### config.mk
export PLATFORM = sky130hd
export DESIGN_NAME = pie_encoder
export DESIGN_NICKNAME = d
export VERILOG_FILES = /design/src/rtl/pie_pkg.sv /design/src/rtl/pie_seg_timer.sv /design/src/rtl/pie_encoder.sv
export SDC_FILE = /design/constraint.sdc
export NUM_CORES = 1
export LEC_CHECK = 0
export CORE_ASPECT_RATIO = 1.2
export CORE_UTILIZATION = 43
export DETAILED_ROUTE_END_ITERATION = 8
export GPL_TIMING_DRIVEN = 0
export PLACE_DENSITY = 0.64
export SLEW_MARGIN = 20
export SYNTH_ARGS = -nofsm -noshare
export SYNTH_HDL_FRONTEND = slang
export SYNTH_SLANG_ARGS = --single-unit
### constraint.sdc
create_clock -name clk -period 6.35 [get_ports clk]
set_input_delay 1.27 -clock clk [delete_from_list [all_inputs] [get_ports clk]]
set_output_delay 1.27 -clock clk [all_outputs]
set_load 0.005 [all_outputs]
### src/rtl/pie_pkg.sv
// Shared definitions for the PIE reader transmitter: FSM states, default
// tick counts and derived segment lengths.
package pie_pkg;

    typedef enum logic [2:0] {
        ST_IDLE,
        ST_ARM,
        ST_DELIM,
        ST_DATA0,
        ST_RTCAL,
        ST_TRCAL,
        ST_DATA
    } state_t;

    localparam int TARI_TICKS_DEF  = 4;
    localparam int DATA1_TICKS_DEF = 7;
    localparam int PW_TICKS_DEF    = 2;
    localparam int DELIM_TICKS_DEF = 8;
    localparam int TRCAL_TICKS_DEF = 24;

    // RTcal spans one data-0 plus one data-1 symbol.
    function automatic int rtcal_ticks(input int tari, input int data1);
        return tari + data1;
    endfunction

    // TRcal is the longest symbol, so it and the delimiter bound the counter.
    function automatic int seg_width(input int trcal, input int delim);
        int m;
        m = (trcal > delim) ? trcal : delim;
        return $clog2(m + 1);
    endfunction

endpackage

### src/rtl/pie_seg_timer.sv
// Tick-qualified segment counter: flags the falling-edge tick of a symbol's
// trailing low pulse and the final tick of the segment.
module pie_seg_timer #(
    parameter int CW = 5
) (
    input  logic          clk,
    input  logic          rst_n,
    input  logic          tick,
    input  logic          clear,
    input  logic [CW-1:0] len,
    input  logic [CW-1:0] pw,
    output logic          fall,
    output logic          seg_end
);

    logic [CW-1:0] cnt_reg;

    always_ff @(posedge clk or negedge rst_n) begin
        if (!rst_n) begin
            cnt_reg <= '0;
        end else if (clear) begin
            cnt_reg <= '0;
        end else if (tick) begin
            cnt_reg <= cnt_reg + CW'(1);
        end
    end

    assign fall    = tick && (cnt_reg == len - pw - CW'(1));
    assign seg_end = tick && (cnt_reg == len - CW'(1));

endmodule

### src/rtl/pie_encoder.sv
// PIE frame transmitter: delimiter, data-0, RTcal, optional TRcal, then one
// PIE symbol per command bit taken over a valid/ready handshake.
module pie_encoder
    import pie_pkg::*;
#(
    parameter int TARI_TICKS  = TARI_TICKS_DEF,
    parameter int DATA1_TICKS = DATA1_TICKS_DEF,
    parameter int PW_TICKS    = PW_TICKS_DEF,
    parameter int DELIM_TICKS = DELIM_TICKS_DEF,
    parameter int TRCAL_TICKS = TRCAL_TICKS_DEF
) (
    input  logic clk,
    input  logic rst_n,
    input  logic tick,
    input  logic start,
    input  logic preamble,
    input  logic bit_data,
    input  logic bit_last,
    input  logic bit_valid,
    output logic bit_ready,
    output logic tx_out,
    output logic busy,
    output logic done,
    output logic underrun
);

    localparam int CW = seg_width(TRCAL_TICKS, DELIM_TICKS);
    localparam logic [CW-1:0] L_TARI  = CW'(TARI_TICKS);
    localparam logic [CW-1:0] L_DATA1 = CW'(DATA1_TICKS);
    localparam logic [CW-1:0] L_RTCAL = CW'(rtcal_ticks(TARI_TICKS, DATA1_TICKS));
    localparam logic [CW-1:0] L_TRCAL = CW'(TRCAL_TICKS);
    localparam logic [CW-1:0] L_DELIM = CW'(DELIM_TICKS);
    localparam logic [CW-1:0] L_PW    = CW'(PW_TICKS);

    state_t state_reg, state_next;
    logic tx_reg, tx_next;
    logic done_reg, done_next;
    logic underrun_reg, underrun_next;
    logic pre_reg, pre_next;
    logic hold_valid_reg, hold_valid_next;
    logic hold_data_reg, hold_data_next;
    logic hold_last_reg, hold_last_next;
    logic cur_data_reg, cur_data_next;
    logic cur_last_reg, cur_last_next;
    logic last_acc_reg, last_acc_next;

    logic          seg_clear;
    logic          data_entry;
    logic          accept;
    logic          fall;
    logic          seg_end;
    logic [CW-1:0] seg_len;

    assign busy      = (state_reg != ST_IDLE);
    assign bit_ready = busy && !hold_valid_reg && !last_acc_reg;
    assign accept    = bit_valid && bit_ready;
    assign tx_out    = tx_reg;
    assign done      = done_reg;
    assign underrun  = underrun_reg;

    always_comb begin
        case (state_reg)
            ST_DELIM: seg_len = L_DELIM;
            ST_RTCAL: seg_len = L_RTCAL;
            ST_TRCAL: seg_len = L_TRCAL;
            ST_DATA:  seg_len = cur_data_reg ? L_DATA1 : L_TARI;
            default:  seg_len = L_TARI;
        endcase
    end

    pie_seg_timer #(
        .CW(CW)
    ) u_timer (
        .clk     (clk),
        .rst_n   (rst_n),
        .tick    (tick),
        .clear   (seg_clear),
        .len     (seg_len),
        .pw      (L_PW),
        .fall    (fall),
        .seg_end (seg_end)
    );

    always_ff @(posedge clk or negedge rst_n) begin
        if (!rst_n) begin
            state_reg      <= ST_IDLE;
            tx_reg         <= 1'b1;
            done_reg       <= 1'b0;
            underrun_reg   <= 1'b0;
            pre_reg        <= 1'b0;
            hold_valid_reg <= 1'b0;
            hold_data_reg  <= 1'b0;
            hold_last_reg  <= 1'b0;
            cur_data_reg   <= 1'b0;
            cur_last_reg   <= 1'b0;
            last_acc_reg   <= 1'b0;
        end else begin
            state_reg      <= state_next;
            tx_reg         <= tx_next;
            done_reg       <= done_next;
            underrun_reg   <= underrun_next;
            pre_reg        <= pre_next;
            hold_valid_reg <= hold_valid_next;
            hold_data_reg  <= hold_data_next;
            hold_last_reg  <= hold_last_next;
            cur_data_reg   <= cur_data_next;
            cur_last_reg   <= cur_last_next;
            last_acc_reg   <= last_acc_next;
        end
    end

    always_comb begin
        state_next      = state_reg;
        tx_next         = tx_reg;
        done_next       = 1'b0;
        underrun_next   = 1'b0;
        pre_next        = pre_reg;
        hold_valid_next = hold_valid_reg;
        hold_data_next  = hold_data_reg;
        hold_last_next  = hold_last_reg;
        cur_data_next   = cur_data_reg;
        cur_last_next   = cur_last_reg;
        last_acc_next   = last_acc_reg;
        seg_clear       = (state_reg == ST_IDLE) || (state_reg == ST_ARM);
        data_entry      = 1'b0;

        if (accept) begin
            hold_valid_next = 1'b1;
            hold_data_next  = bit_data;
            hold_last_next  = bit_last;
            last_acc_next   = bit_last;
        end

        case (state_reg)
            ST_IDLE: begin
                if (start) begin
                    pre_next   = preamble;
                    state_next = ST_ARM;
                end
            end
            ST_ARM: begin
                if (tick) begin
                    state_next = ST_DELIM;
                    tx_next    = 1'b0;
                end
            end
            ST_DELIM: begin
                if (seg_end) begin
                    state_next = ST_DATA0;
                    tx_next    = 1'b1;
                    seg_clear  = 1'b1;
                end
            end
            ST_DATA0: begin
                if (fall) tx_next = 1'b0;
                if (seg_end) begin
                    state_next = ST_RTCAL;
                    tx_next    = 1'b1;
                    seg_clear  = 1'b1;
                end
            end
            ST_RTCAL: begin
                if (fall) tx_next = 1'b0;
                if (seg_end) begin
                    if (pre_reg) begin
                        state_next = ST_TRCAL;
                        tx_next    = 1'b1;
                        seg_clear  = 1'b1;
                    end else begin
                        data_entry = 1'b1;
                    end
                end
            end
            ST_TRCAL: begin
                if (fall) tx_next = 1'b0;
                if (seg_end) data_entry = 1'b1;
            end
            ST_DATA: begin
                if (fall) tx_next = 1'b0;
                if (seg_end) begin
                    if (cur_last_reg) begin
                        state_next      = ST_IDLE;
                        tx_next         = 1'b1;
                        done_next       = 1'b1;
                        hold_valid_next = 1'b0;
                        last_acc_next   = 1'b0;
                    end else begin
                        data_entry = 1'b1;
                    end
                end
            end
            default: state_next = ST_IDLE;
        endcase

        // A bit arriving on the entry tick with the holding register empty is
        // consumed directly rather than parked.
        if (data_entry) begin
            tx_next   = 1'b1;
            seg_clear = 1'b1;
            if (hold_valid_reg) begin
                cur_data_next   = hold_data_reg;
                cur_last_next   = hold_last_reg;
                hold_valid_next = 1'b0;
                state_next      = ST_DATA;
            end else if (accept) begin
                cur_data_next   = bit_data;
                cur_last_next   = bit_last;
                hold_valid_next = 1'b0;
                state_next      = ST_DATA;
            end else begin
                underrun_next   = 1'b1;
                hold_valid_next = 1'b0;
                last_acc_next   = 1'b0;
                state_next      = ST_IDLE;
            end
        end
    end

endmodule

==> impl_metrics.json <==
{
  "outcome": "finished clean",
  "p_switching_mw": 0.293,
  "period_needed_ns": 3.37,
  "highest_layer": "met4",
  "cts_sinks": 18,
  "totalWireLength_mm": 2.63,
  "dieArea_sq_um": 3040,
  "finalPower_mw": 0.653,
  "synthArstFlopShare_pct": 100,
  "fmax_mhz": 297,
  "antennaDiodeCount": 0,
  "antenna_found_initial": 0,
  "cp.required_ns": 5.08,
  "critPathMaxFanout": 10,
  "crit_buf_inv": 3,
  "nNetsFinal": 158,
  "sw_frac_of_total_pct": 44.9,
  "cts-hold-fix-buffers": 0,
  "finalMaxSlewViolations": 0,
  "avgSynthCellArea_sq_um": 9.13,
  "final.setup.tns_ns": 0,
  "route.detailed.wl_per_inst_microns": 14.5,
  "drt_iter0_drc": 43,
  "place_hpwl_mm": 2.00,
  "power_density_nw_per_um2": 466,
  "yosys_most_used_dff": "dfrtp_1",
  "core_sq_um": 2600,
  "ant_nets": 0,
  "r2r_slack_ns": 4.09,
  "wl_met3_microns": 55,
  "path_cells": "buf_4 > buf_2 > nor3_1 > nor3_1 > clkdlybuf4s50_1",
  "die_y_microns": 60.2,
  "crit_path_end_kind": "primary output",
  "grtUsageTotal_pct": 20.2,
  "combPwrFrac_pct": 59.5,
  "grt_max_degree": 19,
  "min_to": "hold_last_reg",
  "cpPeakStageDelay_ns": 0.47,
  "cts_setup_buffers": 0,
  "setup_violations": 0,
  "ys_types": 47,
  "start_util_pct": 46.6,
  "yosys_register_bits": 18,
  "cpMostUsedCell": "nor3_1",
  "p_leak_nw": 0.588,
  "netlist_area_sq_um": 1210,
  "ys_warn_count": 0,
  "grt_pass1_wl_mm": 4.51,
  "min_path_cells": 2,
  "drive_gt1_share_pct": 15.5,
  "ir_worst_vdd_mv": 0.242,
  "wl_met2_mm": 1.35,
  "worstPathArrival_ns": 2.10,
  "crit_family": "buffers and inverters",
  "numCtsBuffers": 3,
  "rows": 20,
  "rsz0062_at_grt": "false",
  "period_share_pct": 53.0,
  "critPathLaunchType": "flip-flop",
  "vias": 1043,
  "remaining_drc_errors": 0,
  "hp-start": "hold_last_reg",
  "m1WireLength_mm": 1.19,
  "worstRegToRegCells": 7,
  "hold_violations": 0,
  "internal-power_mw": 0.360,
  "slew_headroom_pct": 44.9,
  "tightest_slew_ns": 0.823,
  "r2r_start": "state_reg[0]",
  "io_buffer_count": 11,
  "areaGrowthSynthToFinish_pct": 15.5,
  "routabilityCongestion": 0.826,
  "clk_latency_ns": 0.30,
  "syn-num-nets": 142,
  "cts_max_path_buffers": 2,
  "slowest_stage": "clkdlybuf4s50_1",
  "ys_seq_area_share_pct": 37.2,
  "synth_edf_count": 0,
  "die_w_microns": 50.5,
  "drt_first_pass_iters": 4,
  "grt_remaining_overflow": 0,
  "post_cts_resized": 0,
  "synthCells": 133,
  "r2r-end": "cur_data_reg",
  "vias_per_cell": 5.76,
  "pin_count": 13,
  "grt_pass1_vias": 1022,
  "cts-root-buf": "clkbuf_4",
  "cap_viol_max_count": 0,
  "largest_reg_flops": 5,
  "clk_pin_slew_worst_paths_ns": 0.11,
  "crit_type": "flip-flop to primary output",
  "skew_ns": 0.00933,
  "hp-class": "flip-flop to flip-flop",
  "cts_tree": "yes",
  "clkPwrFrac_pct": 10.9,
  "cts_max_level": 1,
  "pwr-share-seq_pct": 29.5
}
layer usage:
metal | up-vias | track usage, %
met5 | - | 0
met4 | 0 | 10.7
met3 | 5 | 1.53
met2 | 20 | 33.5
met1 | 512 | 26.3
li1 | 506 | -
area by class of cell:
cell class | count | area (sq um)
plain buffers | 9 | 45.0
clock buffers | 4 | 36.3
fillers | 251 | 1200
inverters | 5 | 18.8
multi-input cells | 101 | 698
flip-flops and latches | 18 | 452
well taps | 33 | 41.3
repair buffers | 11 | 110
kinds of logic after synthesis:
kind of cell    synth area share (%)
xor+xnor                        5.05
simple gates                    29.2
compound gates                  14.2
flops                           37.2
buf+inv                         5.26
mux                             8.04
fa+ha+maj                       1.03
cells in the final DEF, fill, tap and decap left out, types with 2 or more instances in the layout:
cell type        instances
o21ai_0                  5
mux2_1                   2
nor2_1                  13
clkdlybuf4s50_1         11
o21ai_1                  3
mux2_2                   4
buf_2                    6
mux2i_1                  3
nand2b_1                 2
nor4b_1                  2
xor2_1                   3
nand4_1                  4
nand2_1                 10
nand3b_1                 3
clkbuf_1                 2
clkbuf_4                 3
nand3_1                  4
inv_1                    5
a21oi_1                  7
xnor2_1                  4
nor2b_1                  2
dfrtp_1                 17
nor3_1                   6
Yosys cell counts (3+ instances only):
cell	count	area [sq um]
dfrtp_1	17	425
nor2_1	13	48.8
nand2_1	10	37.5
a21oi_1	7	35.0
buf_2	6	30.0
nor3_1	6	30.0
inv_1	5	18.8
o21ai_0	5	25.0
mux2_2	4	45.0
nand3_1	4	20.0
nand4_1	4	25.0
xnor2_1	4	35.0
mux2i_1	3	30.0
nand3b_1	3	22.5
o21ai_1	3	15.0
xor2_1	3	26.3
how the worst max path moves through the flow:
stage,startpoint,endpoint,slack [ns],cells after the start
2_1_floorplan,tick,cur_data_reg,3.58,6
3_3_place_gp,state_reg[0],bit_ready,3.35,5
3_5_place_dp,state_reg[0],bit_ready,3.34,5
4_1_cts,state_reg[0],bit_ready,2.98,5
5_1_grt,state_reg[0],bit_ready,2.88,5
6_report,state_reg[0],bit_ready,2.98,5
power by group through the flow:
stage	sequential, mW	clock [mW]	combinational [mW]
6_report	0.193	0.0714	0.389
5_1_grt	0.199	0.0770	0.431
4_1_cts	0.193	0.0738	0.387
3_5_place_dp	0.196	0	0.384
3_3_place_gp	0.195	0	0.373
2_1_floorplan	0.184	0	0.304
metrics by stage:
| stage | cell area, sq um | worst slack (ns) | hold WS (ns) | instances | utilization (%) |
|---|---|---|---|---|---|
| global route | 1400 | 2.88 | 0.528 | 181 | 53.8 |
| finish | 1400 | 2.98 | 0.480 | 181 | 53.8 |
| CTS | 1400 | 2.98 | 0.489 | 181 | 53.8 |
| floorplan | 1210 | 3.58 | 0.441 | 133 | - |
| global placement | 1370 | 3.35 | 0.454 | 177 | 52.5 |
| detailed placement | 1370 | 3.34 | 0.461 | 177 | 52.5 |
worst min-delay path, stage by stage, from the launching register on:
cell and delay [ns]:
dfrtp_1 0.35, nand2_1 0.05, nand2_1 0.05
Note: power is estimated with default switching activity, not from simulation.
